$ cat src/rtl/fetch_ctrl_pkg.sv
// Shared types and constants for the fetch-stage controller.
// Holds the fetch FSM state encoding, the buffered decode-entry bundle,
// the default reset PC and a PC alignment helper.
package fetch_ctrl_pkg;

  localparam int          FETCH_INST_W     = 32;
  localparam logic [63:0] PC_RESET_DEFAULT = 64'h8000_0000;

  typedef enum logic [1:0] {
    IDLE    = 2'd0,
    REQ     = 2'd1,
    HOLD    = 2'd2,
    DISCARD = 2'd3
  } fetch_state_t;

  // Everything decode sees on out_*, kept together so it is loaded atomically.
  typedef struct packed {
    logic                    valid;
    logic [63:0]             pc;
    logic [FETCH_INST_W-1:0] inst;
    logic                    exc_misalign;
  } fetch_data_t;

  // Instructions are word aligned; any low PC bit set is a fetch fault.
  function automatic logic pc_misaligned(input logic [63:0] p);
    return p[1:0] != 2'b00;
  endfunction

endpackage

$ cat src/rtl/fetch_ctrl.sv
// Fetch-stage controller: owns the fetch PC, runs the instruction-bus
// request/response handshake and buffers one entry for decode.
// Ports: clk/resetn; pc_next/flush/flush_pc from selector/execute;
//   pc/iwait back to the selector; ireq_*/iresp_* instruction bus;
//   dec_ready/out_* decode handshake.
module fetch_ctrl
  import fetch_ctrl_pkg::*;
#(
  parameter logic [63:0] PC_RESET = PC_RESET_DEFAULT,
  parameter int          INST_W   = FETCH_INST_W
) (
  input  logic              clk,
  input  logic              resetn,
  input  logic [63:0]       pc_next,
  input  logic              flush,
  input  logic [63:0]       flush_pc,
  output logic [63:0]       pc,
  output logic              iwait,
  output logic              ireq_valid,
  output logic [63:0]       ireq_addr,
  input  logic              iresp_data_ok,
  input  logic [INST_W-1:0] iresp_data,
  input  logic              dec_ready,
  output logic              out_valid,
  output logic [63:0]       out_pc,
  output logic [INST_W-1:0] out_inst,
  output logic              out_exc_misalign
);

  fetch_state_t r_state;
  logic [63:0]  r_pc;
  logic [63:0]  r_req_addr;
  fetch_data_t  r_out;

  fetch_state_t w_state_nxt;
  logic [63:0]  w_pc_nxt;
  logic [63:0]  w_req_addr_nxt;
  fetch_data_t  w_out_nxt;
  logic         w_ireq_valid;
  logic [63:0]  w_ireq_addr;

  always_ff @(posedge clk or negedge resetn) begin
    if (!resetn) begin
      r_state    <= IDLE;
      r_pc       <= PC_RESET;
      r_req_addr <= '0;
      r_out      <= '0;
    end else begin
      r_state    <= w_state_nxt;
      r_pc       <= w_pc_nxt;
      r_req_addr <= w_req_addr_nxt;
      r_out      <= w_out_nxt;
    end
  end

  // Flush is evaluated first in every state so a redirect always wins over
  // a response or a decode accept landing in the same cycle.
  always_comb begin
    w_state_nxt    = r_state;
    w_pc_nxt       = r_pc;
    w_req_addr_nxt = r_req_addr;
    w_out_nxt      = r_out;
    w_ireq_valid   = 1'b0;
    w_ireq_addr    = r_req_addr;

    case (r_state)
      IDLE: begin
        if (flush) begin
          w_pc_nxt = flush_pc;
        end
        w_state_nxt = REQ;
      end

      REQ: begin
        if (pc_misaligned(r_pc)) begin
          // Fault is raised before any request goes out, so dropping
          // ireq_valid here never abandons a bus transaction.
          if (flush) begin
            w_pc_nxt = flush_pc;
          end else begin
            w_out_nxt.valid        = 1'b1;
            w_out_nxt.pc           = r_pc;
            w_out_nxt.inst         = '0;
            w_out_nxt.exc_misalign = 1'b1;
            w_state_nxt            = HOLD;
          end
        end else begin
          w_ireq_valid   = 1'b1;
          w_ireq_addr    = r_pc;
          w_req_addr_nxt = r_pc;
          if (flush) begin
            w_pc_nxt = flush_pc;
            // A response in the flush cycle closes the request: nothing to drain.
            w_state_nxt = iresp_data_ok ? IDLE : DISCARD;
          end else if (iresp_data_ok) begin
            w_out_nxt.valid        = 1'b1;
            w_out_nxt.pc           = r_pc;
            w_out_nxt.inst         = FETCH_INST_W'(iresp_data);
            w_out_nxt.exc_misalign = 1'b0;
            w_state_nxt            = HOLD;
          end
        end
      end

      HOLD: begin
        if (flush) begin
          w_out_nxt.valid = 1'b0;
          w_pc_nxt        = flush_pc;
          w_state_nxt     = REQ;
        end else if (dec_ready) begin
          w_out_nxt.valid = 1'b0;
          w_pc_nxt        = pc_next;
          w_state_nxt     = REQ;
        end
      end

      DISCARD: begin
        // Keep presenting the squashed address until the bus completes it;
        // the redirect target waits in r_pc.
        w_ireq_valid = 1'b1;
        w_ireq_addr  = r_req_addr;
        if (flush) begin
          w_pc_nxt = flush_pc;
        end
        if (iresp_data_ok) begin
          w_state_nxt = REQ;
        end
      end

      default: begin
        w_state_nxt = IDLE;
      end
    endcase
  end

  assign pc               = r_pc;
  assign iwait            = (r_state == REQ) || (r_state == DISCARD);
  assign ireq_valid       = w_ireq_valid;
  assign ireq_addr        = w_ireq_addr;
  assign out_valid        = r_out.valid;
  assign out_pc           = r_out.pc;
  assign out_inst         = INST_W'(r_out.inst);
  assign out_exc_misalign = r_out.exc_misalign;

endmodule

$ cat config.mk
export PLATFORM = sky130hd
export DESIGN_NAME = fetch_ctrl
export DESIGN_NICKNAME = d
export VERILOG_FILES = /design/src/rtl/fetch_ctrl_pkg.sv /design/src/rtl/fetch_ctrl.sv
export SDC_FILE = /design/constraint.sdc
export NUM_CORES = 1
export LEC_CHECK = 0
export CORE_ASPECT_RATIO = 0.9
export CORE_UTILIZATION = 38
export DETAILED_ROUTE_END_ITERATION = 16
export DONT_BUFFER_PORTS = 1
export PLACE_DENSITY = 0.6
export SLEW_MARGIN = 20
export SYNTH_ARGS = -nofsm -noshare
export SYNTH_HDL_FRONTEND = slang
export SYNTH_SLANG_ARGS = --single-unit
$ cat constraint.sdc
create_clock -name clk -period 2 [get_ports clk]
set_input_delay 0.1 -clock clk [delete_from_list [all_inputs] [get_ports clk]]
set_output_delay 0.1 -clock clk [all_outputs]
set_load 0.05 [all_outputs]
* Yosys cells after proc, flatten, opt, wreduce, memory -nomap -nowiden
Index checks and enable logic that the tools add are counted.
** Word-level totals
- Memory bits (read-only) :: 0
- Bits of input ports :: 165
- RAM bits :: 0
- Memories kept :: 0
- Word-level logic and storage cells :: 52
- Register bits after elaboration :: 228
- Bits in latches :: 0
- Output and inout port bits :: 228
** Operators by class
- Bitwise logic cells :: 1
- $mul :: 0
- Divide/modulo/power cells :: 0
- Magnitude comparators :: 0
- Multiplexer cells :: 24
- $add $sub $neg :: 0
- Equal/unequal tests :: 10
- Reduce and logical (&&, ||, !) cells :: 10
- Shifts and indexed selects :: 0
** Operators with widths (count)
- 98-bit two-way mux :: 4
- 64-bit two-way mux :: 5
- 64-bit case mux with 2 select lines :: 1
- 2-bit two-way mux :: 8
- 3-bit != test, second input constant :: 3
- 2-bit case mux with 4 select lines :: 1
- 4-bit AND reduction :: 2
- 2-bit nonzero test :: 3
- 2-bit equality test, second input constant :: 2
- 2-bit != test, second input constant :: 2
- 4-bit != test, second input constant :: 1
- 1-bit case mux with 2 select lines :: 2
- 1-bit two-way mux :: 3
- 3-bit AND reduction :: 1
- 3-bit OR reduction :: 1
- 2-bit by 1-bit equality test with 1-bit output, second input constant :: 1
- 2-bit zero test :: 1
- 2-bit by 1-bit != test with 1-bit output, second input constant :: 1
- 2-bit AND reduction :: 1
- 1-bit logical OR :: 1
- 1-bit inverter :: 1

* Depth between registers and ports, before layout
- Depth after elaboration :: 4
- Depth in mapped cells :: 6

* Least setup slack after synthesis
No wires, ideal clock.
- Path kind :: reg2reg
- Start point :: register r_pc[1] (netlist: pc[1])
- End point :: register r_req_addr[14]
- Buffers on the path :: 1
- Arrival :: 2.053 ns
- Data required time :: 1.780 ns
- Library setup time :: 0.220 ns
- Stages on the path, launching flop included :: 5
- Path slack :: -0.273 ns
- Path through :: dfrtp_1 -> or2_2 -> nor2_2 -> buf_4 -> mux2_1
** On the way
- Word-level cells in the longest chain between the ends :: 3
** Ends and longest elaborated chain
- start: declaration :: RTL line fetch_ctrl.sv:31 : logic [63:0] r_pc;
- start signal: assignment :: RTL line fetch_ctrl.sv:50 : r_pc <= w_pc_nxt;
- 2-bit nonzero test :: RTL line fetch_ctrl_pkg.sv:26 : return p[1:0] != 2'b00;
- 64-bit two-way mux (2 in a row)
- via ireq_addr[14] :: RTL line fetch_ctrl.sv:20 : output logic [63:0] ireq_addr,
- end signal: assignment :: RTL line fetch_ctrl.sv:51 : r_req_addr <= w_req_addr_nxt;
- end: declaration :: RTL line fetch_ctrl.sv:32 : logic [63:0] r_req_addr;
The timed path passes the listed nets, and every way through them passes these cells.
A chain may end at the register's enable or synchronous reset.

* Final worst setup path
- Start point :: register r_pc[0] (netlist: pc[0])
- End point :: output port ireq_addr[20]
** On the way
- Word-level cells in the longest chain between the ends :: 3
** Ends and longest elaborated chain
- 2-bit nonzero test :: RTL line fetch_ctrl_pkg.sv:26
- 64-bit two-way mux
- 64-bit two-way mux :: RTL line fetch_ctrl.sv:66 : case (r_state)
- end: declaration :: RTL line fetch_ctrl.sv:20
Every way passes these cells.

==> key figures <==
Run status
  – Outcome: finished, violations left
  – Failing checks: hold timing, setup timing

Final layout
  – Fill cells: around 1.7k
  – Nets: 1064
  – Multi-input logic area: between 3000 and 4000 um2
  – Post-route cell area: 13710 um2
  – Non-Filler Instances: 1217
  – Antenna Cells: 0
  – Layout cells sized above 1: a little over a quarter
  – Layout area overhead: 51.24%
  – FF+latch area: 5710 um2

Timing
  – Worst clock skew: 0.01019 ns
  – WHS: -0.7165 ns
  – Peak Freq: between 400 and 500 MHz
  – Fin. max-slew vios: 0
  – RSZ-0062 raised after global routing: yes
  – Post-layout minimum cycle time: 2.261 ns
  – Tcrit/Tclk final: 113.0%
  – Slew HR: between 40% and 50%
  – Final worst setup slack: -0.2608 ns
  – Hold Fails Final Rpt: 228
  – Slew @ Worst Pin: 0.8699 ns
  – Setup TNS: -13.95 ns
  – Final setup vio count: 62

Route
  – Vias per std cell: 5.557
  – 1st-iter DRT viols: between 300 and 400
  – Wirelength per Cell: 23.44 um
  – Post-route ant nets: 0
  – DRC viols: 0
  – Vias post-DR: 6763
  – Final WL: 28.52 mm
  – DR pass1 iterations: 5

Synth
  – Async set-reset flop share out of synthesis: 100.0%
  – Post-synthesis register bit count: 228
  – Syn Area/Cell: 13.88 um2
  – Yosys cell types: 29
  – Post-synth top area share: 62.66%
  – Synth Warn #: 0
  – Yosys top cell by area: dfrtp_1
  – Ys flop type: dfrtp_1
  – Cells after Synth: 653
  – Area contributors post-synth: dfrtp_1 (63%), mux2_2 (10%), a221o_1 (7.1%)
  – Most common cell in the synthesized netlist: dfrtp_1
  – Net count after synthesis: about 820
  – Number of flops mapped to enable cells by yosys: 0
  – Most frequent cells after synthesis: dfrtp_1 (227), mux2_2 (84), a221o_1 (64), and2_1 (64), mux2_1 (42)
  – Netlist Area Pre-Place: 9066 um2
  – Register area share after synthesis: 62.95%

GRT
  – Global-route wire length before repair: 42.02 mm
  – Congestion Overflow GR: 0
  – Vias in the first global route: 7301
  – Initial antenna violation count: 0
  – Global-route usage over all layers: 22.33%
  – Largest net degree at the start of global routing: approximately 230

Pwr
  – Switching power: 12540 uW
  – Logic pwr share: 40.6%
  – Switch share: a little under half
  – Clock power frac: 17.1%
  – Total power: 27130 uW
  – P per Cell Area: 1978 nW/um2
  – Pleak: around 0.0060 uW
  – Peak supply drop: roughly 1.4 mV
  – Cell Int Power: roughly 15000 uW
  – Sequential share of power: about 42%

Worst setup path
  – CP max stage delay: 0.40 ns
  – Worst Path Class, Setup: reg -> out
  – Critical Path RT: 1.90 ns
  – Worst-path maximum fanout: 4
  – CP cell instances: or2_4, nor2_4, buf_6, buf_8, clkbuf_16, mux2_4, buf_12
  – CP Capture Type: primary output
  – Slowest cell on the critical path: dfrtp_2
  – Worst setup SP type: register
  – Worst Path Arrival: about 2.2 ns

Hold path
  – Worst min path class: in -> async

Run
  – MaxCap Viol Count: 0

Floorplan
  – Count of standard-cell rows: 53
  – Die H: 148.5 um
  – Initial core utilization: 38.73%
  – Die width: 164.8 um
  – Die area: about 24000 um2
  – Core Area: 23410 um2
  – I/O Pins: 393

Place
  – DP Area: between 10000 and 15000 um2
  – Cells after DPL: about 990
  – Port bufs: 0
  – DP HPWL: between 15 and 20 mm
  – Setup Slack @ Placement: about 0.024 ns
  – Gp weighted congestion: 0.7539

Clocking
  – # hold bufs at CTS: 165
  – CTS tree: yes
  – Worst-path clk slew: 0.06 ns
  – Clock sink total: roughly 230
  – CTS Root Cell: clkbuf_16
  – H-tree Lvls: 1
  – Clock latency on the worst-skew pair: 0.51 ns
  – Total CTS buffers: 24
  – Clock Tree Buf Depth: 3
-- state kept, by name (all words and copies together) (netlist names) --
register / flops
out_exc_misalign: 1
out_inst: 32
out_pc: 64
out_valid: 1
pc: 64
r_req_addr: 64
r_state: 2
-- stage by stage --
| stage | hold slack, ns | util (%) |
|---|---|---|
| 5_1_grt | -0.7361 | 58.58 |
| 6_report | -0.7165 | 58.58 |
| 3_5_place_dp | -0.1914 | 45.80 |
| 2_1_floorplan | -0.1956 | - |
| 4_1_cts | -0.7431 | 58.40 |
| 3_3_place_gp | -0.1898 | 45.80 |
-- layout make-up --
class	count	area share [%]
clock inverter	7	0.6479
sequential	228	41.65
multi-input combinational	346	23.32
inverter	32	0.8760
timing repair buffer	267	25.33
clock buffer	35	5.420
tap	302	2.756
-- worst paths after layout --
| kind | startpoint | to | slack (ns) | depth (start not counted) |
|---|---|---|---|---|
| hold reg to reg | r_req_addr[39] | r_req_addr[39] | 0.52 | 1 |
| min in group clk | flush | r_state[1] | 0.04 | 3 |
| max in group asynchronous | resetn | r_state[1] | 2.41 | 0 |
| setup reg to reg | r_state[1] | pc[39] | 0.08 | 4 |
| hold / removal | resetn | r_req_addr[39] | -0.72 | 0 |
| setup / recovery | pc[0] | ireq_addr[20] | -0.26 | 7 |
-- layer usage --
metal  global-route usage, %  share of wire, %  vias up
li1                        -                 -     2861
met1                   26.37                37     3417
met2                   37.48                49      404
met3                   6.330               9.0       81
met4                   10.37               4.6        0
met5                       0                 0        -
-- cells by family (layout without fill, tap and decap cells) --
kind of cell / count (synthesis) / after routing / share of synthesized area (%)
AND/OR/NAND/NOR: 116 / 117 / 7.963
multiplexers: 126 / 126 / 15.65
buffers and inverters: 80 / 341 / 4.030
flip-flops: 228 / 228 / 62.95
AO/OA/AOI/OAI: 103 / 103 / 9.412
-- power by group through the flow --
stage,clock [uW],combinational (uW),sequential [uW]
after floorplan,0,5550,11100
final,4630,11000,11500
after detailed placement,0,9760,11500
after global routing,4900,11500,11700
after global placement,0,9560,11400
after CTS,4730,10900,11400
-- placed cells by master, fill, tap and decap left out, drive strengths merged, types with 2 or more instances in the layout --
| cell type | count |
|---|---|
| a221o | 64 |
| buf | 103 |
| nand2 | 2 |
| inv | 32 |
| nand2b | 2 |
| clkinv | 5 |
| nand4 | 32 |
| bufinv | 2 |
| clkbuf | 36 |
| dlygate4sd3 | 163 |
| dfrtp | 227 |
| mux2 | 126 |
| nor3 | 3 |
| nand3 | 2 |
| and2 | 64 |
| nor2 | 5 |
| o21ai | 35 |
| nor2b | 4 |
-- what timing repair did --
action | 4_1_cts | 5_1_grt
setup endpoints to repair | 65 | 98
gates cloned | 6 | 2
buffers inserted | 11 | 4
resized for setup | 59 | 0
endpoints found under the hold margin | 328 | 228
pin swaps | 2 | 1
-- worst max-delay path: cells and delay by family (launching register included) --
family / cells / cell delay (ns)
simple gates: 2 / 0.36
buf+inv: 4 / 0.56
flops: 1 / 0.40
mux: 1 / 0.32
Note: power is estimated with default switching activity, not from simulation.
